File: src/rtl/zx_video_pkg.sv
// Shared constants for the ZX video output stage: parameter defaults,
// {R,G,B} channel positions and the grey ramp used as the palette reset image.
package zx_video_pkg;

  localparam int DEF_IN_BITS = 1;
  localparam int DEF_DEPTH   = 4;
  localparam int DEF_LATENCY = 2;

  // Channel k of a packed {R,G,B} word lives at bits [k*DEPTH +: DEPTH].
  localparam int CH_R = 2;
  localparam int CH_G = 1;
  localparam int CH_B = 0;

  function automatic int unsigned default_grey(input int unsigned idx,
                                               input int unsigned in_bits,
                                               input int unsigned depth);
    return (idx * ((32'd1 << depth) - 32'd1)) / ((32'd1 << in_bits) - 32'd1);
  endfunction

endpackage

File: src/rtl/zx_palette.sv
// Register-file palette: synchronous write, combinational read, grey ramp on reset.
// Latency: write visible to reads after the writing edge; no backpressure.
module zx_palette
  import zx_video_pkg::*;
#(
  parameter int IN_BITS = DEF_IN_BITS,
  parameter int DEPTH   = DEF_DEPTH
) (
  input  logic                 clk_sys,
  input  logic                 reset,
  input  logic                 we,
  input  logic [IN_BITS-1:0]   waddr,
  input  logic [3*DEPTH-1:0]   wdata,
  input  logic [IN_BITS-1:0]   raddr,
  output logic [3*DEPTH-1:0]   rdata
);

  localparam int ENTRIES = 1 << IN_BITS;

  logic [3*DEPTH-1:0] mem [ENTRIES];

  always_ff @(posedge clk_sys) begin
    if (reset) begin
      for (int i = 0; i < ENTRIES; i++) begin
        mem[i] <= {3{DEPTH'(default_grey(i, IN_BITS, DEPTH))}};
      end
    end else if (we) begin
      mem[waddr] <= wdata;
    end
  end

  assign rdata = mem[raddr];

endmodule

File: src/rtl/zx_video_stage.sv
// Palette/inverse/scanline pixel stage with delay-matched sync and blank.
// Latency LATENCY ce_pix pulses; no backpressure, everything holds while ce_pix=0.
module zx_video_stage
  import zx_video_pkg::*;
#(
  parameter int IN_BITS = DEF_IN_BITS,
  parameter int DEPTH   = DEF_DEPTH,
  parameter int LATENCY = DEF_LATENCY
) (
  input  logic                 clk_sys,
  input  logic                 reset,
  input  logic                 ce_pix,
  input  logic [IN_BITS-1:0]   video,
  input  logic                 hsync_in,
  input  logic                 vsync_in,
  input  logic                 blank_in,
  input  logic                 invert,
  input  logic                 scanlines,
  input  logic                 pal_we,
  input  logic [IN_BITS-1:0]   pal_addr,
  input  logic [3*DEPTH-1:0]   pal_data,
  output logic [DEPTH-1:0]     red,
  output logic [DEPTH-1:0]     green,
  output logic [DEPTH-1:0]     blue,
  output logic                 hsync,
  output logic                 vsync,
  output logic                 blank
);

  typedef struct packed {
    logic [3*DEPTH-1:0] rgb;
    logic               odd;
    logic               scan;
    logic               hs;
    logic               vs;
    logic               bl;
  } stage_t;

  localparam stage_t STAGE_RST = '{rgb: '0, odd: 1'b0, scan: 1'b0, hs: 1'b0, vs: 1'b0, bl: 1'b1};

  logic [IN_BITS-1:0] idx;
  logic [3*DEPTH-1:0] pal_rdata;
  logic               hs_prev;
  logic               vs_prev;
  logic               odd_line;
  logic               odd_next;
  stage_t             s0;
  stage_t             last;
  logic [3*DEPTH-1:0] colour;

  assign idx = video ^ {IN_BITS{invert}};

  // The lookup is captured at the sampling edge, so a write on that same
  // edge only shows up for pixels sampled afterwards.
  zx_palette #(
    .IN_BITS (IN_BITS),
    .DEPTH   (DEPTH)
  ) u_palette (
    .clk_sys (clk_sys),
    .reset   (reset),
    .we      (pal_we),
    .waddr   (pal_addr),
    .wdata   (pal_data),
    .raddr   (idx),
    .rdata   (pal_rdata)
  );

  // vsync rise wins over an hsync rise seen in the same sample.
  always_comb begin
    odd_next = odd_line;
    if (vsync_in && !vs_prev) begin
      odd_next = 1'b0;
    end else if (hsync_in && !hs_prev) begin
      odd_next = ~odd_line;
    end
  end

  always_ff @(posedge clk_sys) begin
    if (reset) begin
      hs_prev  <= 1'b0;
      vs_prev  <= 1'b0;
      odd_line <= 1'b0;
    end else if (ce_pix) begin
      hs_prev  <= hsync_in;
      vs_prev  <= vsync_in;
      odd_line <= odd_next;
    end
  end

  always_comb begin
    s0      = STAGE_RST;
    s0.rgb  = pal_rdata;
    s0.odd  = odd_next;
    s0.scan = scanlines;
    s0.hs   = hsync_in;
    s0.vs   = vsync_in;
    s0.bl   = blank_in;
  end

  generate
    if (LATENCY == 1) begin : g_direct
      assign last = s0;
    end else begin : g_pipe
      stage_t pipe [1:LATENCY-1];

      always_ff @(posedge clk_sys) begin
        if (reset) begin
          for (int k = 1; k < LATENCY; k++) begin
            pipe[k] <= STAGE_RST;
          end
        end else if (ce_pix) begin
          pipe[1] <= s0;
          for (int k = 2; k < LATENCY; k++) begin
            pipe[k] <= pipe[k-1];
          end
        end
      end

      assign last = pipe[LATENCY-1];
    end
  endgenerate

  always_comb begin
    colour = last.rgb;
    if (last.scan && last.odd) begin
      for (int ch = 0; ch < 3; ch++) begin
        colour[ch*DEPTH +: DEPTH] = last.rgb[ch*DEPTH +: DEPTH] >> 1;
      end
    end
    if (last.bl) begin
      colour = '0;
    end
  end

  always_ff @(posedge clk_sys) begin
    if (reset) begin
      red   <= '0;
      green <= '0;
      blue  <= '0;
      hsync <= 1'b0;
      vsync <= 1'b0;
      blank <= 1'b1;
    end else if (ce_pix) begin
      red   <= colour[CH_R*DEPTH +: DEPTH];
      green <= colour[CH_G*DEPTH +: DEPTH];
      blue  <= colour[CH_B*DEPTH +: DEPTH];
      hsync <= last.hs;
      vsync <= last.vs;
      blank <= last.bl;
    end
  end

endmodule

File: config.mk
export PLATFORM = sky130hd
export DESIGN_NAME = zx_video_stage
export DESIGN_NICKNAME = d
export VERILOG_FILES = /design/src/rtl/zx_video_pkg.sv /design/src/rtl/zx_palette.sv /design/src/rtl/zx_video_stage.sv
export SDC_FILE = /design/constraint.sdc
export NUM_CORES = 1
export LEC_CHECK = 0
export BUFFER_PORTS_ARGS = -buffer_cell sky130_fd_sc_hd__buf_2
export CAP_MARGIN = 5
export CORE_ASPECT_RATIO = 0.9
export CORE_MARGIN = 5
export CORE_UTILIZATION = 35
export CTS_CLUSTER_DIAMETER = 200
export CTS_CLUSTER_SIZE = 25
export DETAILED_ROUTE_END_ITERATION = 7
export GPL_TIMING_DRIVEN = 0
export MAX_ROUTING_LAYER = met4
export SYNTH_ARGS = -nofsm -noshare
export SYNTH_HDL_FRONTEND = slang
export SYNTH_HIERARCHICAL = 1
export SYNTH_SLANG_ARGS = --single-unit
File: constraint.sdc
create_clock -name clk_sys -period 3.5 [get_ports clk_sys]
set_input_delay 1.05 -clock clk_sys [delete_from_list [all_inputs] [get_ports clk_sys]]
set_output_delay 1.05 -clock clk_sys [all_outputs]
set_load 0.01 [all_outputs]
==> metrics.cfg <==
[power_and_ir_drop]
leakage_nw = 1.227
switching_power_mw = 0.3135
seqPwrFrac = 0.540
power_frac_clock = 0.379
powerDensity_mw_per_mm2 = 509.3
power_frac_comb = 0.081
peakVddDrop_mv = 0.2322
p_int_mw = 1.191
swShare = 0.2084

[synth]
yosysWarnings = 6
synth_nets = 202
avgSynthCellArea_sq_um = 13.78
ys_seq_elements = 59
yosysUniqueCellTypes = 30
seq_area_frac_synth = 0.6454
syn_inst = 179
netlist_area_sq_mm = 0.002466

[setup_path]
slowest_delay_ns = 0.36
crit_type = input pin to register
cp-end-kind = register
path_max_fanout = 10
required_ns = 3.58
crit_chain = buf_2 -> xor2_1 -> buf_4 -> mux2_2 -> and2_1
setup.worst_path.start_class = input pin
cp.arrival_ns = 2.17
cp_slowest_cell = mux2_2

[timing]
slew-limit-headroom = 0.5720
grt_setup_unrepaired = no
period_needed_ns = 2.093
setup_viol = 0
maxSlewViolCount = 0
finClkSkew_ns = 0.004560
timing.final.crit_share = 0.5980
tns_ns = 0
tightest_slew_ns = 0.6413
finalHoldViolCount = 0
fmax_mhz = 477.8

[die]
dieArea_sq_mm = 0.008827
die_y_microns = 89.64
die_width_microns = 98.48
rows = 29
core_sq_mm = 0.006967
start_util = 0.3540
ios = 38

[route]
wl_per_cell_microns = 11.87
route.detailed.drc = 0
vias = 1382
drt_iter0_drc = 30
ant_nets = 0
viasPerCell = 4.265
first_pass_iters = 4
wirelength_microns = 3847

[finish]
drive_above_1_share = 0.3550
antenna_cells = 0
area_growth_syn_to_layout_pct = 19.79
final_util = 0.4240
fill_cells = 697
num-nets-final = 249
fin_area_sq_mm = 0.002954

[placed_design]
io_buffers = 36
dpl_cell_area_sq_mm = 0.002763
gp_congestion = 0.6872
hpwl_microns = 2734

[grt]
overflow = 0
met3_usage = 0.05019
grt_pass1_vias = 1350
grt_use_met1 = 0.1131
track_usage = 0.1001
use_met2 = 0.1492
antenna_found_initial = 0
grt_pass1_wl_microns = 6382
gr-max-usage-layer = met2
grt_max_degree = 19

[cts]
cts_tree = built
postCtsHoldBufs = 0
clock-root-buffer = clkbuf_8
clk_path_buf_depth = 2
cts_made_buffers = 9
h-tree-depth = 3
clock_latency_ns = 0.33
clkSinkCount = 59
cts.clk_slew.worst_paths_ns = 0.06
cts_setup_buffers = 0
cts_resized = 0

[status]
outcome = finished clean

[flow_run]
maxCapViolCount = 0

[worst_hold_path]
hold_class = register to register

-- worst max-delay path, delay by kind of cell --
family                    cells  cell delay (ns)
buffers and inverters         2             0.35
muxes                         1             0.36
xor gates and xnor gates      1             0.26
and+or+nand+nor               1             0.14
-- layout by cell type (no fill, tap or decap), types with 7 or more instances in the layout --
cell / Yosys / layout
edfxtp_1: 41 / 41
buf_2: 2 / 38
and2_1: 27 / 27
dfxtp_1: 18 / 18
mux2i_1: 14 / 14
clkbuf_8: 0 / 13
mux2_2: 12 / 12
nand2_1: 11 / 11
or2_1: 10 / 10
o21ai_2: 9 / 9
nor2_1: 7 / 7
-- Yosys cell counts --
master / number / area [sq um]
nand2_1: 11 / 41.29
or3b_4: 1 / 11.26
o21ai_1: 1 / 5.000
nor4_1: 1 / 6.260
edfxtp_1: 41 / 1231
nor2_1: 7 / 26.28
and2b_1: 1 / 7.510
xnor2_1: 1 / 8.760
buf_4: 2 / 15.01
a21oi_2: 1 / 8.760
xor2_1: 1 / 8.760
buf_6: 2 / 22.52
nand2b_1: 1 / 6.260
mux2i_1: 14 / 140.1
a21o_1: 2 / 15.01
nor3b_2: 1 / 12.51
a22o_1: 3 / 26.28
clkbuf_1: 1 / 3.750
and2_1: 27 / 168.9
or2_2: 2 / 12.51
o21ai_2: 9 / 78.83
nor2b_1: 1 / 6.260
o21a_1: 1 / 7.510
inv_1: 3 / 11.26
mux2_2: 12 / 135.1
dfxtp_1: 18 / 360.4
nand3b_1: 1 / 7.510
buf_2: 2 / 10.01
or2_1: 10 / 62.56
and3b_1: 1 / 8.760
-- cell families after synthesis --
group,Yosys count,synth area share
simple gates,65,0.1532
mux,26,0.1116
compound gates,17,0.05733
flops,59,0.6454
buf+inv,10,0.02536
xor+xnor,2,0.007104
-- path summary, 6_finish.rpt --
path | from | endpoint | slack (ns) | cells after the start
setup / recovery | invert | g_pipe.pipe[1][11] | 1.41 | 5
hold reg to reg | blue[0] | blue[0] | 0.45 | 2
setup reg to reg | g_pipe.pipe[1][3] | blue[0] | 2.24 | 3
hold / removal | blue[0] | blue[0] | 0.45 | 2
-- area by class of cell --
class	instances	area [sq um]	area share
inverter	3	11.26	0.003812
buffer	7	51.30	0.01737
multi-input combinational	110	812.0	0.2749
timing repair buffer	36	180.2	0.06099
sequential	59	1592	0.5388
clock inverter	1	5.005	0.001694
clock buffer	15	186.4	0.06311
tap	93	116.4	0.03939
-- per-layer routing --
layer / wire [microns] / share of wire
met1: 1805 / 0.47
met2: 1693 / 0.44
met3: 265 / 0.069
met4: 83 / 0.022
met5: 0 / 0
-- flip-flops by register name, indices dropped and copies added, names as in the netlist --
signal and cells:
vs_prev 1, blue 4, hsync 1, red 4
odd_line 1, u_palette/mem 24, green 4, g_pipe.pipe 17
blank 1, hs_prev 1, vsync 1
-- stage by stage --
stage | power, mW | hold slack [ns] | std cells | worst slack, ns
2_1_floorplan | 0.9074 | 0.4563 | 179 | 1.320
3_3_place_gp | 0.9491 | 0.4345 | 308 | 1.048
3_5_place_dp | 0.9517 | 0.4393 | 308 | 1.039
4_1_cts | 1.526 | 0.4543 | 324 | 1.398
5_1_grt | 1.572 | 0.4718 | 324 | 1.381
6_report | 1.504 | 0.4483 | 324 | 1.407
-- power groups by stage --
stage	Clock, mW	Combinational (mW)	Sequential, mW
after global routing	0.620	0.136	0.817
after CTS	0.588	0.125	0.813
after global placement	0	0.123	0.826
after detailed placement	0	0.124	0.827
final	0.571	0.122	0.812
after floorplan	0	0.0816	0.826
(Power assumes the default switching activity.)
